==> src/rtl/div_sequencer.sv <==
// Sequencer for the 32-bit iterative divider: sign handling, divide-by-zero/overflow
// short-cuts and a single-entry quotient/remainder cache for DIV/REM pairs.
module div_sequencer #(
  parameter int XLEN        = 32,
  parameter int TAG_W       = 5,
  parameter int DIV_LATENCY = 35
) (
  input  logic             clk_i,
  input  logic             rst_ni,
  input  logic             req_valid_i,
  output logic             req_ready_o,
  input  logic [1:0]       op_i,
  input  logic [XLEN-1:0]  rs1_i,
  input  logic [XLEN-1:0]  rs2_i,
  input  logic [TAG_W-1:0] tag_i,
  input  logic             flush_i,
  output logic             resp_valid_o,
  input  logic             resp_ready_i,
  output logic [XLEN-1:0]  resp_data_o,
  output logic [TAG_W-1:0] resp_tag_o,
  output logic             busy_o,
  output logic             div_load_o,
  output logic [XLEN-1:0]  div_dividend_o,
  output logic [XLEN-1:0]  div_divisor_o,
  output logic             div_signed_o,
  input  logic [XLEN-1:0]  div_quotient_i,
  input  logic [XLEN-1:0]  div_remainder_i
);

  localparam int CNT_W = $clog2(DIV_LATENCY + 1);
  localparam logic [CNT_W-1:0] CNT_MAX = CNT_W'(DIV_LATENCY);
  localparam logic [XLEN-1:0] MIN_NEG = {1'b1, {(XLEN-1){1'b0}}};

  typedef enum logic [2:0] {S_IDLE, S_LOAD, S_WAIT, S_FIX, S_RESP, S_DRAIN} state_t;

  state_t             state_reg;
  logic [CNT_W-1:0]   cnt_reg;
  logic               op_rem_reg;
  logic [XLEN-1:0]    rs1_reg, rs2_reg;
  logic [TAG_W-1:0]   tag_reg;
  logic               signed_reg, neg_q_reg, neg_r_reg;
  logic [XLEN-1:0]    q_raw_reg, r_raw_reg;
  logic               cache_valid_reg, cache_signed_reg;
  logic [XLEN-1:0]    cache_rs1_reg, cache_rs2_reg, cache_q_reg, cache_r_reg;
  logic               resp_valid_reg, div_load_reg;
  logic [XLEN-1:0]    resp_data_reg, dividend_reg, divisor_reg;
  logic [TAG_W-1:0]   resp_tag_reg;

  logic               accept, req_signed, is_zero, is_ovf, hit;
  logic [XLEN-1:0]    abs1, abs2, special_data, q_fix, r_fix;

  assign req_ready_o = (state_reg == S_IDLE) & ~flush_i;
  assign accept      = req_valid_i & req_ready_o;
  assign req_signed  = ~op_i[0];
  assign abs1 = (req_signed & rs1_i[XLEN-1]) ? (~rs1_i + XLEN'(1)) : rs1_i;
  assign abs2 = (req_signed & rs2_i[XLEN-1]) ? (~rs2_i + XLEN'(1)) : rs2_i;
  assign is_zero = (rs2_i == '0);
  assign is_ovf  = req_signed & (rs1_i == MIN_NEG) & (rs2_i == '1);
  // Divide-by-zero wins over overflow; both resolve without the divider.
  assign special_data = is_zero ? (op_i[1] ? rs1_i : '1) : (op_i[1] ? '0 : MIN_NEG);
  assign hit = cache_valid_reg & (rs1_i == cache_rs1_reg) & (rs2_i == cache_rs2_reg) &
               (req_signed == cache_signed_reg);
  assign q_fix = neg_q_reg ? (~q_raw_reg + XLEN'(1)) : q_raw_reg;
  assign r_fix = neg_r_reg ? (~r_raw_reg + XLEN'(1)) : r_raw_reg;

  assign resp_valid_o   = resp_valid_reg;
  assign resp_data_o    = resp_data_reg;
  assign resp_tag_o     = resp_tag_reg;
  assign busy_o         = (state_reg != S_IDLE);
  assign div_load_o     = div_load_reg;
  assign div_dividend_o = dividend_reg;
  assign div_divisor_o  = divisor_reg;
  assign div_signed_o   = 1'b0;

  always_ff @(posedge clk_i or negedge rst_ni) begin
    if (!rst_ni) begin
      state_reg        <= S_IDLE;
      cnt_reg          <= '0;
      op_rem_reg       <= 1'b0;
      rs1_reg          <= '0;
      rs2_reg          <= '0;
      tag_reg          <= '0;
      signed_reg       <= 1'b0;
      neg_q_reg        <= 1'b0;
      neg_r_reg        <= 1'b0;
      q_raw_reg        <= '0;
      r_raw_reg        <= '0;
      cache_valid_reg  <= 1'b0;
      cache_signed_reg <= 1'b0;
      cache_rs1_reg    <= '0;
      cache_rs2_reg    <= '0;
      cache_q_reg      <= '0;
      cache_r_reg      <= '0;
      resp_valid_reg   <= 1'b0;
      resp_data_reg    <= '0;
      resp_tag_reg     <= '0;
      div_load_reg     <= 1'b0;
      dividend_reg     <= '0;
      divisor_reg      <= '0;
    end else begin
      div_load_reg <= 1'b0;
      case (state_reg)
        S_IDLE: begin
          if (accept) begin
            op_rem_reg <= op_i[1];
            rs1_reg    <= rs1_i;
            rs2_reg    <= rs2_i;
            tag_reg    <= tag_i;
            signed_reg <= req_signed;
            neg_q_reg  <= req_signed & (rs1_i[XLEN-1] ^ rs2_i[XLEN-1]);
            neg_r_reg  <= req_signed & rs1_i[XLEN-1];
            if (is_zero | is_ovf) begin
              resp_data_reg  <= special_data;
              resp_tag_reg   <= tag_i;
              resp_valid_reg <= 1'b1;
              state_reg      <= S_RESP;
            end else if (hit) begin
              resp_data_reg  <= op_i[1] ? cache_r_reg : cache_q_reg;
              resp_tag_reg   <= tag_i;
              resp_valid_reg <= 1'b1;
              state_reg      <= S_RESP;
            end else begin
              div_load_reg <= 1'b1;
              dividend_reg <= abs1;
              divisor_reg  <= abs2;
              state_reg    <= S_LOAD;
            end
          end
        end
        S_LOAD: begin
          cnt_reg <= CNT_W'(1);
          if (flush_i) begin
            cache_valid_reg <= 1'b0;
            state_reg       <= S_DRAIN;
          end else begin
            state_reg <= S_WAIT;
          end
        end
        S_WAIT: begin
          if (flush_i) begin
            cache_valid_reg <= 1'b0;
            if (cnt_reg == CNT_MAX) begin
              cnt_reg   <= '0;
              state_reg <= S_IDLE;
            end else begin
              cnt_reg   <= cnt_reg + CNT_W'(1);
              state_reg <= S_DRAIN;
            end
          end else if (cnt_reg == CNT_MAX) begin
            q_raw_reg <= div_quotient_i;
            r_raw_reg <= div_remainder_i;
            cnt_reg   <= '0;
            state_reg <= S_FIX;
          end else begin
            cnt_reg <= cnt_reg + CNT_W'(1);
          end
        end
        // Divider may still be iterating; wait out the full count before reloading it.
        S_DRAIN: begin
          if (cnt_reg == CNT_MAX) begin
            cnt_reg   <= '0;
            state_reg <= S_IDLE;
          end else begin
            cnt_reg <= cnt_reg + CNT_W'(1);
          end
        end
        S_FIX: begin
          if (flush_i) begin
            cache_valid_reg <= 1'b0;
            state_reg       <= S_IDLE;
          end else begin
            cache_valid_reg  <= 1'b1;
            cache_rs1_reg    <= rs1_reg;
            cache_rs2_reg    <= rs2_reg;
            cache_signed_reg <= signed_reg;
            cache_q_reg      <= q_fix;
            cache_r_reg      <= r_fix;
            resp_data_reg    <= op_rem_reg ? r_fix : q_fix;
            resp_tag_reg     <= tag_reg;
            resp_valid_reg   <= 1'b1;
            state_reg        <= S_RESP;
          end
        end
        S_RESP: begin
          if (flush_i | resp_ready_i) begin
            resp_valid_reg <= 1'b0;
            state_reg      <= S_IDLE;
          end
        end
        default: state_reg <= S_IDLE;
      endcase
    end
  end

endmodule

==> config.mk <==
export PLATFORM = sky130hd
export DESIGN_NAME = div_sequencer
export DESIGN_NICKNAME = d
export VERILOG_FILES = /design/src/rtl/div_sequencer.sv
export SDC_FILE = /design/constraint.sdc
export NUM_CORES = 1
export LEC_CHECK = 0
export ABC_CLOCK_PERIOD_IN_PS = 6100
export CORE_ASPECT_RATIO = 0.75
export CORE_MARGIN = 2
export CORE_UTILIZATION = 60
export CTS_BUF_LIST = sky130_fd_sc_hd__clkbuf_16
export CTS_CLUSTER_SIZE = 40
export DETAILED_ROUTE_END_ITERATION = 6
export GPL_ROUTABILITY_DRIVEN = 0
export PLACE_DENSITY = 0.86
export SETUP_SLACK_MARGIN = 0.05
export SLEW_MARGIN = 20
export SYNTH_ARGS = -nofsm -noshare
export SYNTH_HDL_FRONTEND = slang
export SYNTH_SLANG_ARGS = --single-unit
export TNS_END_PERCENT = 50
==> constraint.sdc <==
create_clock -name clk_i -period 6.1 [get_ports clk_i]
set_input_delay 0.61 -clock clk_i [delete_from_list [all_inputs] [get_ports clk_i]]
set_output_delay 0.61 -clock clk_i [all_outputs]
set_load 0.05 [all_outputs]
==> results of run 1 <==
synthesized netlist by cell type, drive strengths merged, types with 3 or more instances:
cell type | n | area [um2]
or3 | 13 | 81.3
nor3 | 22 | 126
a21o | 10 | 75.1
clkbuf | 124 | 465
o21ai | 164 | 821
a31oi | 17 | 106
a21oi | 111 | 556
inv | 40 | 150
a22o | 5 | 43.8
o211ai | 6 | 45.0
or2 | 11 | 68.8
o2bb2ai | 6 | 52.6
mux2i | 14 | 140
a221oi | 6 | 52.6
nand3 | 12 | 60.1
ha | 6 | 75.1
nand2 | 255 | 960
o221ai | 6 | 52.6
nor4 | 29 | 200
a211oi | 14 | 105
a211o | 6 | 52.6
a221o | 9 | 90.1
and3 | 6 | 37.5
a32oi | 3 | 26.3
dfrtp | 379 | 9480
xor2 | 78 | 683
nand2b | 13 | 81.3
a311oi | 5 | 43.8
o41ai | 19 | 185
o22ai | 12 | 75.1
mux2 | 177 | 2000
and2 | 6 | 37.5
buf | 27 | 141
o31ai | 21 | 158
a22oi | 5 | 37.5
nor2 | 119 | 449
or4 | 18 | 143
a41oi | 4 | 35.0
nor2b | 13 | 81.3
nor3b | 3 | 22.5
nand4 | 24 | 150
a31o | 4 | 35.0
xnor2 | 96 | 841
final cells by class:
cell class                      count  area, um2  area share, %
Clock buffer                       41       1030           4.46
Antenna cell                        1       2.50         0.0109
Clock inverter                     24        129          0.560
Tap cell                          406        508           2.21
Multi-Input combinational cell   1366       9090           39.5
Inverter                           40        150          0.653
Timing Repair Buffer              264       2620           11.4
Sequential cell                   379       9480           41.2
logic make-up after synthesis:
| kind of cell | Yosys count | share of synthesized area, % |
|---|---|---|
| and+or+nand+nor | 551 | 13.3 |
| AOI/OAI and AO/OA | 443 | 14.2 |
| DFF | 379 | 49.2 |
| muxes | 191 | 11.1 |
| buffers and inverters | 191 | 3.92 |
| xor gates and xnor gates | 174 | 7.90 |
| adders and majority gates | 6 | 0.389 |
| other | 1 | 0.0194 |
power groups by stage:
stage | Combinational, W | Clock (W) | Sequential, W
floorplan | 0.00181 | 0 | 0.00498
global placement | 0.00408 | 0 | 0.00406
detailed placement | 0.00423 | 0 | 0.00412
CTS | 0.00426 | 0.00223 | 0.00410
global route | 0.00457 | 0.00234 | 0.00421
finish | 0.00429 | 0.00223 | 0.00412
metrics by stage:
step | cell area [um2] | hold WS, ns | power (W) | cells | setup slack, ns
floorplan | 19300 | 0.314 | 0.00679 | 1936 | 2.07
global placement | 21800 | 0.452 | 0.00814 | 2455 | 1.29
detailed placement | 21800 | 0.459 | 0.00835 | 2455 | 1.15
CTS | 23000 | 0.165 | 0.0106 | 2520 | 1.71
global route | 23000 | 0.199 | 0.0111 | 2521 | 1.34
finish | 23000 | 0.139 | 0.0106 | 2521 | 1.52
worst max-delay path by stage:
stage,slack [ns],to,cells after the start,startpoint
floorplan,2.07,resp_data_o[13],8,flush_i
global placement,1.29,resp_tag_o[3],9,rs2_i[14]
detailed placement,1.15,resp_tag_o[4],9,rs2_i[14]
CTS,1.71,resp_tag_o[4],9,rs2_i[14]
global route,1.34,resp_data_o[10],9,rs2_i[27]
finish,1.52,resp_data_o[7],9,rs2_i[27]
critical path, delay by kind of cell:
kind	cells	cell delay, ns
buf+inv	3	1.62
simple gates	3	1.88
compound gates	2	0.43
mux	1	0.41
layer usage:
metal,up-vias,part of all wire [%]
met4,2,3.8
met1,8024,40
met3,192,12
met5,-,0.019
li1,7092,-
met2,1083,44
==> reports/metrics.cfg, run 1 <==
[sta]
fin_crit_ns = 4.58
fmax_mhz = 219
setup_viol = 0
slew_violations = 0
max_slew_margin_pct = 27.2
clock_skew_ns = 0.0122
finalHoldViolCount = 0
tightest_slew_ns = 1.09
rsz0062_at_grt = no
fin_tns_setup_ns = 0
period_share_pct = 75.0

[power]
powerDensity_nw_per_um2 = 462
p_int_w = 0.00630
swShare_pct = 40.8
p_switching_w = 0.00435
seqPwrFrac_pct = 38.8
peakVddDrop_uv = 358
leakage_nw = 10.2
p_comb_share_pct = 40.3
clockPowerShare_pct = 20.9

[worst_setup_path]
r2r_cells = 8
start_kind = input port
critPathRequiredTime_ns = 6.51
slowest_stage = or4_1
crit_arrival_ns = 4.99
critPathMaxStageDelay_ns = 0.73
endpoint_kind = flip-flop
rrSetupSlack_ns = 2.31
r2r-end = resp_data_o[7]
crit_path_frequent_cell = buf_4
crit_fanout = 50
rr_startpoint = cache_rs2_reg[27]
crit_type = input port to flip-flop
path_cells = clkdlybuf4s50_1 -> or4_1 -> nor3_2 -> nand3_1 -> o311ai_4 -> buf_4 -> a21o_1 -> buf_4 -> mux2_2

[clock_tree]
hold_buffers = 0
cts_buffers = 38
cts_tree = done
cts_root_buf = clkbuf_16
post_cts_buffers = 0
htree_levels = 2
clk_latency_ns = 0.53
cts_resized = 0
cts.path.max_buffers = 3
clk_pin_slew_ns = 0.06
clock-sinks = 379

[grt]
grt_first_pass_wirelength_mm = 92.3
grt_pass1_vias = 16100
grt_util_all_layers_pct = 35.1
grt_overflow = 0
antenna_found_initial = 3
grt_max_degree = 203
grt.met3_usage_pct = 9.09
grt_use_met2_pct = 52.6
grt_util_met1_pct = 49.9
grt.busiest_layer = met2

[route]
final_antenna_net_count = 0
vias = 16400
viasPerCell = 6.50
drt_iter0_drc = 2173
wirelength_mm = 59.1
post-route-drc-count = 0
dr.pass1.iters = 6
wl_per_cell_um = 23.5

[cells_and_area]
drive_above_1_share_pct = 13.1
nNetsFinal = 2235
nFillCells = 2147
mostFrequentLayoutCells = dfrtp_1 (379), nand2_1 (253), clkdlybuf4s50_1 (243)
layout_commonest_cell = dfrtp_1
fin_util_pct = 73.1
synthToLayoutAreaGrowth_pct = 19.3

[outcome]
status = finished, final reports clean

[synth]
syn_nets = 2082
synth-seq-area-share_pct = 49.2
ys_warn_count = 0
synth_ff_type = dfrtp_1
ys_ff_latch = 379
synthArstFlopShare_pct = 100
synth_area_um2 = 19300
synth_area_per_cell_um2 = 9.96
synthCells = 1936
synth.distinct_cells = 73
synth_edf_count = 0

[floorplanning]
die_h_um = 159
dieArea_um2 = 33600
fp-row-count = 56
die_w_um = 211
core-area_um2 = 31500
ios = 246
start_util_pct = 61.3

[job]
cap_violations = 0

[placement]
port_buffers = 244
place_hpwl_mm = 41.1

[min_path]
hold_path_class = input port to asynchronous set/reset pin

Note: power is estimated with default switching activity, not from simulation.
==> run 2, diff against run 1 <==
- ABC_CLOCK_PERIOD_IN_PS: 6100 -> 3840
- CORE_UTILIZATION: 60 -> 51
- PLACE_DENSITY: 0.86 -> 0.77
- clock period: 6.1 -> 3.84 ns (I/O delays scaled with it)
==> run 2 against run 1 <==
  * Routed wire length rose by 1.7%
  * Non-clock buffer count rose by 68
  * Design area rose by 3.9%
  * Combinational power rose by 61%
  * Sequential share of layout area fell by 1.5 points
  * Register-to-register slack got worse by 1.8 ns
  * Clock skew barely moved
  * Global-route usage fell by 5.0 points
  * Critical path type is now flip-flop to flip-flop
  * Highest routed layer is now met4
==> reports/metrics.cfg, run 2 (same netlist as run 1, synthesis figures left out) <==
[route]
final_antenna_net_count = 0  ; unchanged
vias = 16600  ; +1.0%
wirelength_mm = 60.1  ; +1.7%
post-route-drc-count = 0  ; unchanged
dr.pass1.iters = 5  ; -1
drt_iter0_drc = 2273  ; +4.6%
viasPerCell = 6.16  ; -5.3%
wl_per_cell_um = 22.3  ; -4.7%

[placement]
dpl_cell_area_um2 = 22600  ; +3.4%
place_hpwl_mm = 43.0  ; +4.5%
place_inst = 2620  ; +6.7%
post-place-ws_ns = 0.186  ; -0.963 ns
port_buffers = 244  ; unchanged

[sta]
clock_skew_ns = 0.0122  ; +0.0000297 ns
setup_viol = 0  ; unchanged
tightest_slew_ns = 1.07  ; -0.0210 ns
fin_crit_ns = 3.31
fmax_mhz = 302
rsz0062_at_grt = no
period_share_pct = 86.1
fin_tns_setup_ns = 0  ; unchanged
finalHoldViolCount = 0  ; unchanged
slew_violations = 0  ; unchanged
max_slew_margin_pct = 28.6  ; +1.4 points
worst_slack_ns = 0.534  ; -0.990 ns

[worst_setup_path]
crit_arrival_ns = 3.73  ; -1.26 ns
r2r_cells = 9  ; +1
slowest_stage = or4_4
path_cells = inv_1 -> ha_1 -> or3b_2 -> or4_4 -> o41ai_1 -> xor2_1 -> mux2_2 -> a32oi_1 -> mux2_2
rrSetupSlack_ns = 0.53  ; -1.78 ns
crit_path_frequent_cell = mux2_2
crit_type = flip-flop to flip-flop
endpoint_kind = flip-flop
worst-path-buf-inv = 1  ; -2
crit_fanout = 8  ; -84%
start_kind = flip-flop
cp.depth = 9  ; unchanged
critPathRequiredTime_ns = 4.26  ; -2.25 ns
critPathMaxStageDelay_ns = 0.62  ; -0.11 ns
crit_family = simple AND/OR/NAND/NOR gates

[clock_tree]
clk_pin_slew_ns = 0.06  ; about the same
cts_root_buf = clkbuf_16
cts_resized = 0  ; unchanged
htree_levels = 2  ; unchanged
clock-sinks = 379  ; unchanged
cts_buffers = 39  ; +2.6%
cts_tree = done
clk_latency_ns = 0.54  ; about the same
cts.path.max_buffers = 3  ; unchanged

[cells_and_area]
final_area_um2 = 23900  ; +3.9%
final_cells = 2690  ; +6.7%
synthToLayoutAreaGrowth_pct = 23.9
mostFrequentLayoutCells = dfrtp_1 (379), nand2_1 (253), clkdlybuf4s50_1 (243)
nNetsFinal = 2304  ; +3.1%
drive_above_1_share_pct = 16.2  ; +3.1 points
layout_commonest_cell = dfrtp_1

[outcome]
status = finished, final reports clean

[floorplanning]
ios = 246  ; unchanged
die_w_um = 229  ; +8.3%
start_util_pct = 51.9  ; -9.4 points
core-area_um2 = 37200  ; +18%
dieArea_um2 = 39400  ; +17%
die_h_um = 172  ; +8.3%
fp-row-count = 61  ; +8.9%

[grt]
grt_first_pass_wirelength_mm = 92.3  ; about the same
grt_max_degree = 132  ; -35%
grt_util_all_layers_pct = 30.1  ; -5.0 points
antenna_found_initial = 1  ; -2
grt_pass1_vias = 15800  ; -1.8%
grt_overflow = 0  ; unchanged

[min_path]
hold_path_class = input port to flip-flop
whs_path_depth = 3

[power]
powerDensity_nw_per_um2 = 725  ; +57%
leakage_nw = 10.6  ; +4.3%
peakVddDrop_uv = 560  ; +57%

[job]
cap_violations = 0  ; unchanged

[run 2: final timing paths]
| path | start | to |
|---|---|---|
| worst max-delay path | r_raw_reg[0] | resp_data_o[26] |
| worst min-delay path | tag_i[3] | tag_reg[3] |
| worst max register to register | r_raw_reg[0] | resp_data_o[26] |
| worst min register to register | rs2_reg[30] | rs2_reg[30] |
| max in group asynchronous | rst_ni | tag_reg[2] |
| min in group asynchronous | rst_ni | rs1_reg[11] |
[run 2: layer usage]
metal	share of wire, %	track usage [%]	wire length, um	up-vias
li1	-	-	-	7245
met1	43	43.2	25800	8233
met2	44	45.6	26500	945
met3	9.7	6.28	5820	138
met4	3.3	10.3	1980	0
met5	0	0	0	-
[run 2: what timing repair did]
item	in CTS	in global routing
endpoints found under the hold margin	107	0
hold buffers	1	0
buffers inserted	0	0
setup endpoints to repair	0	0
[run 2: cell type report]
cell class	instances	area, um2
well taps	504	631
clock buffers	41	1030
inverters	40	150
diodes	1	2.50
multi-input cells	1366	9090
clock inverters	27	284
repair buffers	332	3240
flip-flops and latches	379	9480
fillers	2860	13300
[run 2: stage by stage]
| step | hold slack [ns] | utilization [%] | power (W) |
|---|---|---|---|
| floorplan | 0.0884 | - | 0.0108 |
| global placement | 0.451 | 60.7 | 0.0131 |
| detailed placement | 0.457 | 60.7 | 0.0133 |
| CTS | 0.383 | 64.3 | 0.0173 |
| global route | 0.415 | 64.3 | 0.0181 |
| finish | 0.396 | 64.3 | 0.0173 |
[run 2: power by group]
part | total (W) | switching (W) | internal (W)
combinational | 0.00689 | 0.00425 | 0.00264
sequential | 0.00648 | 0.00103 | 0.00544
clock | 0.00397 | 0.00164 | 0.00234
[run 2: worst register-to-register path, stage by stage, from the launching register on]
cell	delay [ns]
dfrtp_1	0.41
inv_1	0.08
ha_1	0.18
or3b_2	0.51
or4_4	0.63
o41ai_1	0.46
xor2_1	0.32
mux2_2	0.22
a32oi_1	0.08
mux2_2	0.30
